File: config.mk
export PLATFORM = sky130hd
export DESIGN_NAME = reg_file_sb
export DESIGN_NICKNAME = d
export VERILOG_FILES = /design/src/rtl/reg_file_pkg.sv /design/src/rtl/rf_scoreboard.sv /design/src/rtl/reg_file_sb.sv
export SDC_FILE = /design/constraint.sdc
export NUM_CORES = 2
export LEC_CHECK = 0
export CAP_MARGIN = 20
export CELL_PAD_IN_SITES_DETAIL_PLACEMENT = 1
export CELL_PAD_IN_SITES_GLOBAL_PLACEMENT = 2
export CORE_MARGIN = 2
export CORE_UTILIZATION = 41
export DETAILED_ROUTE_END_ITERATION = 10
export HOLD_SLACK_MARGIN = 0.12
export PLACE_DENSITY = 0.92
export SKIP_LAST_GASP = 1
export SYNTH_ARGS = -nofsm -noshare
export SYNTH_HDL_FRONTEND = slang
export SYNTH_SLANG_ARGS = --single-unit
File: constraint.sdc
create_clock -name clk -period 41.2 [get_ports clk]
set_input_delay 4.12 -clock clk [delete_from_list [all_inputs] [get_ports clk]]
set_output_delay 4.12 -clock clk [all_outputs]
set_load 0.01 [all_outputs]
File: src/rtl/reg_file_pkg.sv
`default_nettype none
// ============================================================================
// Module      : reg_file_pkg
// Description : Shared defaults and address-width derivation for the
//               scoreboarded register file.
// Revision    : 1.0 - initial release
// ============================================================================
package reg_file_pkg;

    localparam int XLEN_DEFAULT  = 32;
    localparam int NREGS_DEFAULT = 32;

    // Smallest w such that 2**w >= n; used to size register addresses.
    function automatic int calc_aw(input int n);
        int w;
        w = 0;
        for (int i = 0; i < 31; i++) begin
            if ((1 << i) < n) begin
                w = i + 1;
            end
        end
        return w;
    endfunction

endpackage
`default_nettype wire

File: src/rtl/rf_scoreboard.sv
`default_nettype none
// ============================================================================
// Module      : rf_scoreboard
// Description : Per-register busy bits with flush > issue > write-clear
//               priority, plus a registered population count.
// Revision    : 1.0 - initial release
// ============================================================================
module rf_scoreboard
    import reg_file_pkg::*;
#(
    parameter int NREGS = NREGS_DEFAULT,
    localparam int AW   = calc_aw(NREGS)
) (
    input  logic             clk,
    input  logic             rst,
    input  logic             w_en0,
    input  logic [AW-1:0]    w_addr0,
    input  logic             w_en1,
    input  logic [AW-1:0]    w_addr1,
    input  logic             iss_en,
    input  logic [AW-1:0]    iss_addr,
    input  logic             flush,
    output logic [NREGS-1:0] busy,
    output logic [AW:0]      pend_cnt
);

    logic [NREGS-1:0] busy_nxt;
    logic [AW:0]      cnt_nxt;

    // Next busy vector: writes clear, a same-cycle issue re-arms, flush wins.
    always_comb begin
        busy_nxt = busy;
        if (w_en0) begin
            busy_nxt[w_addr0] = 1'b0;
        end
        if (w_en1) begin
            busy_nxt[w_addr1] = 1'b0;
        end
        if (iss_en) begin
            busy_nxt[iss_addr] = 1'b1;
        end
        if (flush) begin
            busy_nxt = '0;
        end
        busy_nxt[0] = 1'b0;
    end

    // Population count of the next vector so pend_cnt tracks busy exactly.
    always_comb begin
        cnt_nxt = '0;
        for (int i = 0; i < NREGS; i++) begin
            cnt_nxt = cnt_nxt + {{AW{1'b0}}, busy_nxt[i]};
        end
    end

    // Busy bits and pending count update together on each edge.
    always_ff @(posedge clk or posedge rst) begin
        if (rst) begin
            busy     <= '0;
            pend_cnt <= '0;
        end else begin
            busy     <= busy_nxt;
            pend_cnt <= cnt_nxt;
        end
    end

endmodule
`default_nettype wire

File: src/rtl/reg_file_sb.sv
`default_nettype none
// ============================================================================
// Module      : reg_file_sb
// Description : Two-read / two-write register file with optional same-cycle
//               write forwarding and an issue scoreboard. Register 0 is
//               hard-wired to zero.
// Revision    : 1.0 - initial release
// ============================================================================
module reg_file_sb
    import reg_file_pkg::*;
#(
    parameter int XLEN   = XLEN_DEFAULT,
    parameter int NREGS  = NREGS_DEFAULT,
    parameter int BYPASS = 1,
    localparam int AW    = calc_aw(NREGS)
) (
    input  logic            clk,
    input  logic            rst,
    input  logic [AW-1:0]   r_addr0,
    input  logic [AW-1:0]   r_addr1,
    output logic [XLEN-1:0] r_data0,
    output logic [XLEN-1:0] r_data1,
    output logic            r_busy0,
    output logic            r_busy1,
    input  logic            w_en0,
    input  logic [AW-1:0]   w_addr0,
    input  logic [XLEN-1:0] w_data0,
    input  logic            w_en1,
    input  logic [AW-1:0]   w_addr1,
    input  logic [XLEN-1:0] w_data1,
    input  logic            iss_en,
    input  logic [AW-1:0]   iss_addr,
    input  logic            flush,
    output logic [AW:0]     pend_cnt
);

    localparam bit FWD = (BYPASS != 0);

    logic [XLEN-1:0]  regs [NREGS];
    logic [NREGS-1:0] busy;
    logic             wr0_live;
    logic             wr1_live;

    // Writes to register 0 are discarded so they can neither store nor forward.
    assign wr0_live = w_en0 && (w_addr0 != '0);
    assign wr1_live = w_en1 && (w_addr1 != '0);

    // Storage: port 1 is applied last so it wins an address collision.
    always_ff @(posedge clk or posedge rst) begin
        if (rst) begin
            for (int i = 0; i < NREGS; i++) begin
                regs[i] <= '0;
            end
        end else begin
            if (wr0_live) begin
                regs[w_addr0] <= w_data0;
            end
            if (wr1_live) begin
                regs[w_addr1] <= w_data1;
            end
        end
    end

    // Read port 0: stored value, optionally overridden by a live write.
    always_comb begin
        r_data0 = regs[r_addr0];
        if (FWD && wr0_live && (w_addr0 == r_addr0)) begin
            r_data0 = w_data0;
        end
        if (FWD && wr1_live && (w_addr1 == r_addr0)) begin
            r_data0 = w_data1;
        end
        if (r_addr0 == '0) begin
            r_data0 = '0;
        end
    end

    // Read port 1: identical forwarding priority to port 0.
    always_comb begin
        r_data1 = regs[r_addr1];
        if (FWD && wr0_live && (w_addr0 == r_addr1)) begin
            r_data1 = w_data0;
        end
        if (FWD && wr1_live && (w_addr1 == r_addr1)) begin
            r_data1 = w_data1;
        end
        if (r_addr1 == '0) begin
            r_data1 = '0;
        end
    end

    // Busy flags come straight from the stored vector; no same-cycle bypass.
    assign r_busy0 = busy[r_addr0];
    assign r_busy1 = busy[r_addr1];

    rf_scoreboard #(
        .NREGS (NREGS)
    ) u_scoreboard (
        .clk      (clk),
        .rst      (rst),
        .w_en0    (wr0_live),
        .w_addr0  (w_addr0),
        .w_en1    (wr1_live),
        .w_addr1  (w_addr1),
        .iss_en   (iss_en),
        .iss_addr (iss_addr),
        .flush    (flush),
        .busy     (busy),
        .pend_cnt (pend_cnt)
    );

endmodule
`default_nettype wire
==> flow_summary.yaml <==
clocking:
  clk_pin_slew_ps: 60
  ctsHoldBuffers: 0
  cts_tree: "built"
  cts.sinks: 1061
  htreeDepth: 3
  cts_root_buffer: "clkbuf_16"
  post_cts_buffers: 0
  cts.path.max_buffers: 3
  clk_latency_ps: 790
  cts_inserted_buffers: 121
  cts_resized: 0
global_routing:
  grt_pass1_vias: 65000
  grt_max_degree: 168
  antenna_found_initial: 23
  grt_use_total_pct: 37.7
  grt_pass1_wl_mm: 464
  grt-ovfl-total: 0
sta:
  fmax_mhz: 70.5
  period_needed_ps: 14180
  finClkSkew_ps: 8.91
  finalCritPeriodShare_pct: 34.4
  hold_viol: 0
  worst_pin_slew_ps: 1330
  slew_headroom_pct: 11.3
  rsz0062_at_grt: "no"
  setup_viol: 0
  finalSetupTns_ps: 0
  final_max_slew_viol_count: 0
yosys:
  postSynthCellCount: 7156
  async_reset_ff_share_pct: 100
  ys_types: 57
  yosysTopAreaCellShare_pct: 39.1
  synth_ff_type: "dfrtp_1"
  synth_edf_count: 0
  syn_avg_cell_area_um2: 9.48
  synth_common_cells: "dfrtp_1 (1,061), mux2i_1 (980), a21oi_1 (856), nor2_1 (831), nand2_1 (787)"
  synth_top_cell_by_area: "dfrtp_1"
  syn_nets: 7283
  yosysSeqAreaShare_pct: 39.1
  synth_most_common_cell: "dfrtp_1"
  ys_warn_count: 0
  yosys-top-cells-area: "dfrtp_1 (39%), mux2i_1 (14%), mux4_2 (11%), a21oi_1 (6.3%), nor2_1 (4.6%)"
  ys_ff_latch: 1061
  syn_area_um2: 67900
setup_path:
  crit_top_cell: "buf_4"
  critPathMaxStageDelay_ps: 970
  crit_slowest_cell: "o221ai_1"
  required_ps: 37080
  crit_path_end_kind: "output port"
  path_class: "in -> out"
  path_depth: 9
  worstPathArrival_ps: 10060
  crit_chain: "buf_8 -> buf_4 -> buf_12 -> buf_4 -> xnor2_1 -> and4_1 -> or3b_2 -> o221ai_1 -> clkdlybuf4s50_1"
  ff2ff_path_depth: 16
  path_buf_inv: 5
  crit_path_max_fanout: 85
  start_kind: "input port"
  crit_family: "buffers and inverters"
placed_design:
  place.gp.congestion: 0.918
  port_buffers: 166
  dpl_cell_area_um2: 70600
  dp_hpwl_mm: 188
status:
  status: "complete, no violations"
final_layout:
  finalNetCount: 6882
  drive_gt1_share_pct: 13.5
  regArea_um2: 26600
  final_util_pct: 45.5
  multi_input_area_um2: 37800
  post-route-cell-area_um2: 74900
  fillers: 18300
  area_growth_syn_to_layout_pct: 10.4
route:
  drc: 0
  wl_per_cell_um: 35.9
  drtIter0Drc: 9779
  vias_per_cell: 7.09
  vias: 64200
  drtPass1Iterations: 8
  antenna_left: 0
  wl_mm: 325
power_and_ir_drop:
  leakage_uw: 0.0308
  irDropWorstVdd_mv: 0.0384
  powerDensity_nw_per_um2: 48.1
floorplanning:
  io_pins: 167
  start_util_pct: 41.2
  die_area_um2: 169000
  row_count: 149
  core_area_um2: 165000
  die_h_um: 411
  fp.dieW_um: 411
worst_hold_path:
  whs_path_depth: 0
  hold_path_class: "reg -> reg"
run:
  maxCapViolCount: 0
[report_power, final]
group | total [uW] | internal, uW | switching, uW | leakage, uW
combinational | 903 | 430 | 473 | 0.0155
clock | 1180 | 688 | 495 | 0.00210
sequential | 1520 | 1300 | 223 | 0.0132
[routing by layer]
| metal | vias up | GRT usage (%) | wire (um) | share of wire, % |
|---|---|---|---|---|
| li1 | 25000 | - | - | - |
| met1 | 32800 | 47.6 | 118000 | 36 |
| met2 | 5016 | 54.2 | 136000 | 42 |
| met3 | 1472 | 13.3 | 45400 | 14 |
| met4 | 16 | 25.3 | 25900 | 8.0 |
| met5 | - | 0 | 105 | 0.032 |
[area by class of cell]
cell class,count,share of cell area (%)
Multi-Input combinational cell,5141,50.5
Sequential cell,1061,35.4
Clock buffer,176,4.79
Timing Repair Buffer,362,4.41
Tap cell,2189,3.66
Clock inverter,52,0.848
Inverter,68,0.351
Antenna cell,13,0.0434
[stage by stage]
| stage | hold WS (ps) | total power [uW] | cells | setup slack (ps) |
|---|---|---|---|---|
| global placement | 376 | 2330 | 8814 | 27410 |
| finish | 401 | 3610 | 9062 | 27020 |
| floorplan | 441 | 2080 | 7156 | 7210 |
| CTS | 397 | 3570 | 9043 | 27350 |
| global route | 402 | 3730 | 9054 | 27030 |
| detailed placement | 383 | 2400 | 8815 | 27360 |
[worst reg2reg max path, delay by kind of cell, from the launching register on]
family / cells / cell delay [ps]
AOI/OAI and AO/OA: 3 / 570
xor gates and xnor gates: 1 / 140
adders and majority gates: 8 / 3600
buffers and inverters: 3 / 160
DFF: 1 / 370
and+or+nand+nor: 1 / 480
[final timing paths]
kind / end / from / slack, ps
worst max-delay path: r_data0[15] / r_addr0[0] / 27020
worst min-delay path: regs[1011]$_DFF_PP0_ / regs[1011]$_DFF_PP0_ / 400
worst max register to register: u_scoreboard.pend_cnt[4]$_DFF_PP0_ / u_scoreboard.busy[29]$_DFF_PP0_ / 35810
worst min register to register: regs[1011]$_DFF_PP0_ / regs[1011]$_DFF_PP0_ / 400
max in group asynchronous: regs[497]$_DFF_PP0_ / rst / 33270
min in group asynchronous: regs[355]$_DFF_PP0_ / rst / 3910
[cell usage in the layout, fill, tap and decap left out, types with 23 or more instances in the layout]
cell             instances
inv_1                   66
a311oi_1                62
nand2_1                766
fa_1                    23
clkinv_2                30
a32oi_1                 61
a221oi_1                62
o221ai_2                30
dfrtp_1               1061
mux2i_1                980
o22ai_1                 62
a31oi_1                 24
mux2_2                  66
clkbuf_8                32
a21oi_1                856
a22o_1                  62
nor2_1                 808
o21ai_0                605
clkbuf_16              123
nor2_4                  27
buf_4                  188
o221ai_1                97
mux4_2                 328
clkdlybuf4s50_1        155
[kinds of logic (layout without fill, tap and decap cells)]
logic type | count (synthesis) | count (layout) | share of synthesized area (%)
muxes | 1374 | 1374 | 26.4
xor gates and xnor gates | 23 | 23 | 0.297
buffers and inverters | 954 | 658 | 5.91
other | 0 | 13 | 0
AOI/OAI and AO/OA | 1965 | 1965 | 17.2
and+or+nand+nor | 1747 | 1747 | 10.2
DFF | 1061 | 1061 | 39.1
adders and majority gates | 32 | 32 | 0.844
[flip-flops by register name, indices dropped and copies added (netlist names)]
signal,count
regs,1024
u_scoreboard.pend_cnt,6
u_scoreboard.busy,31
(Power assumes the default switching activity.)
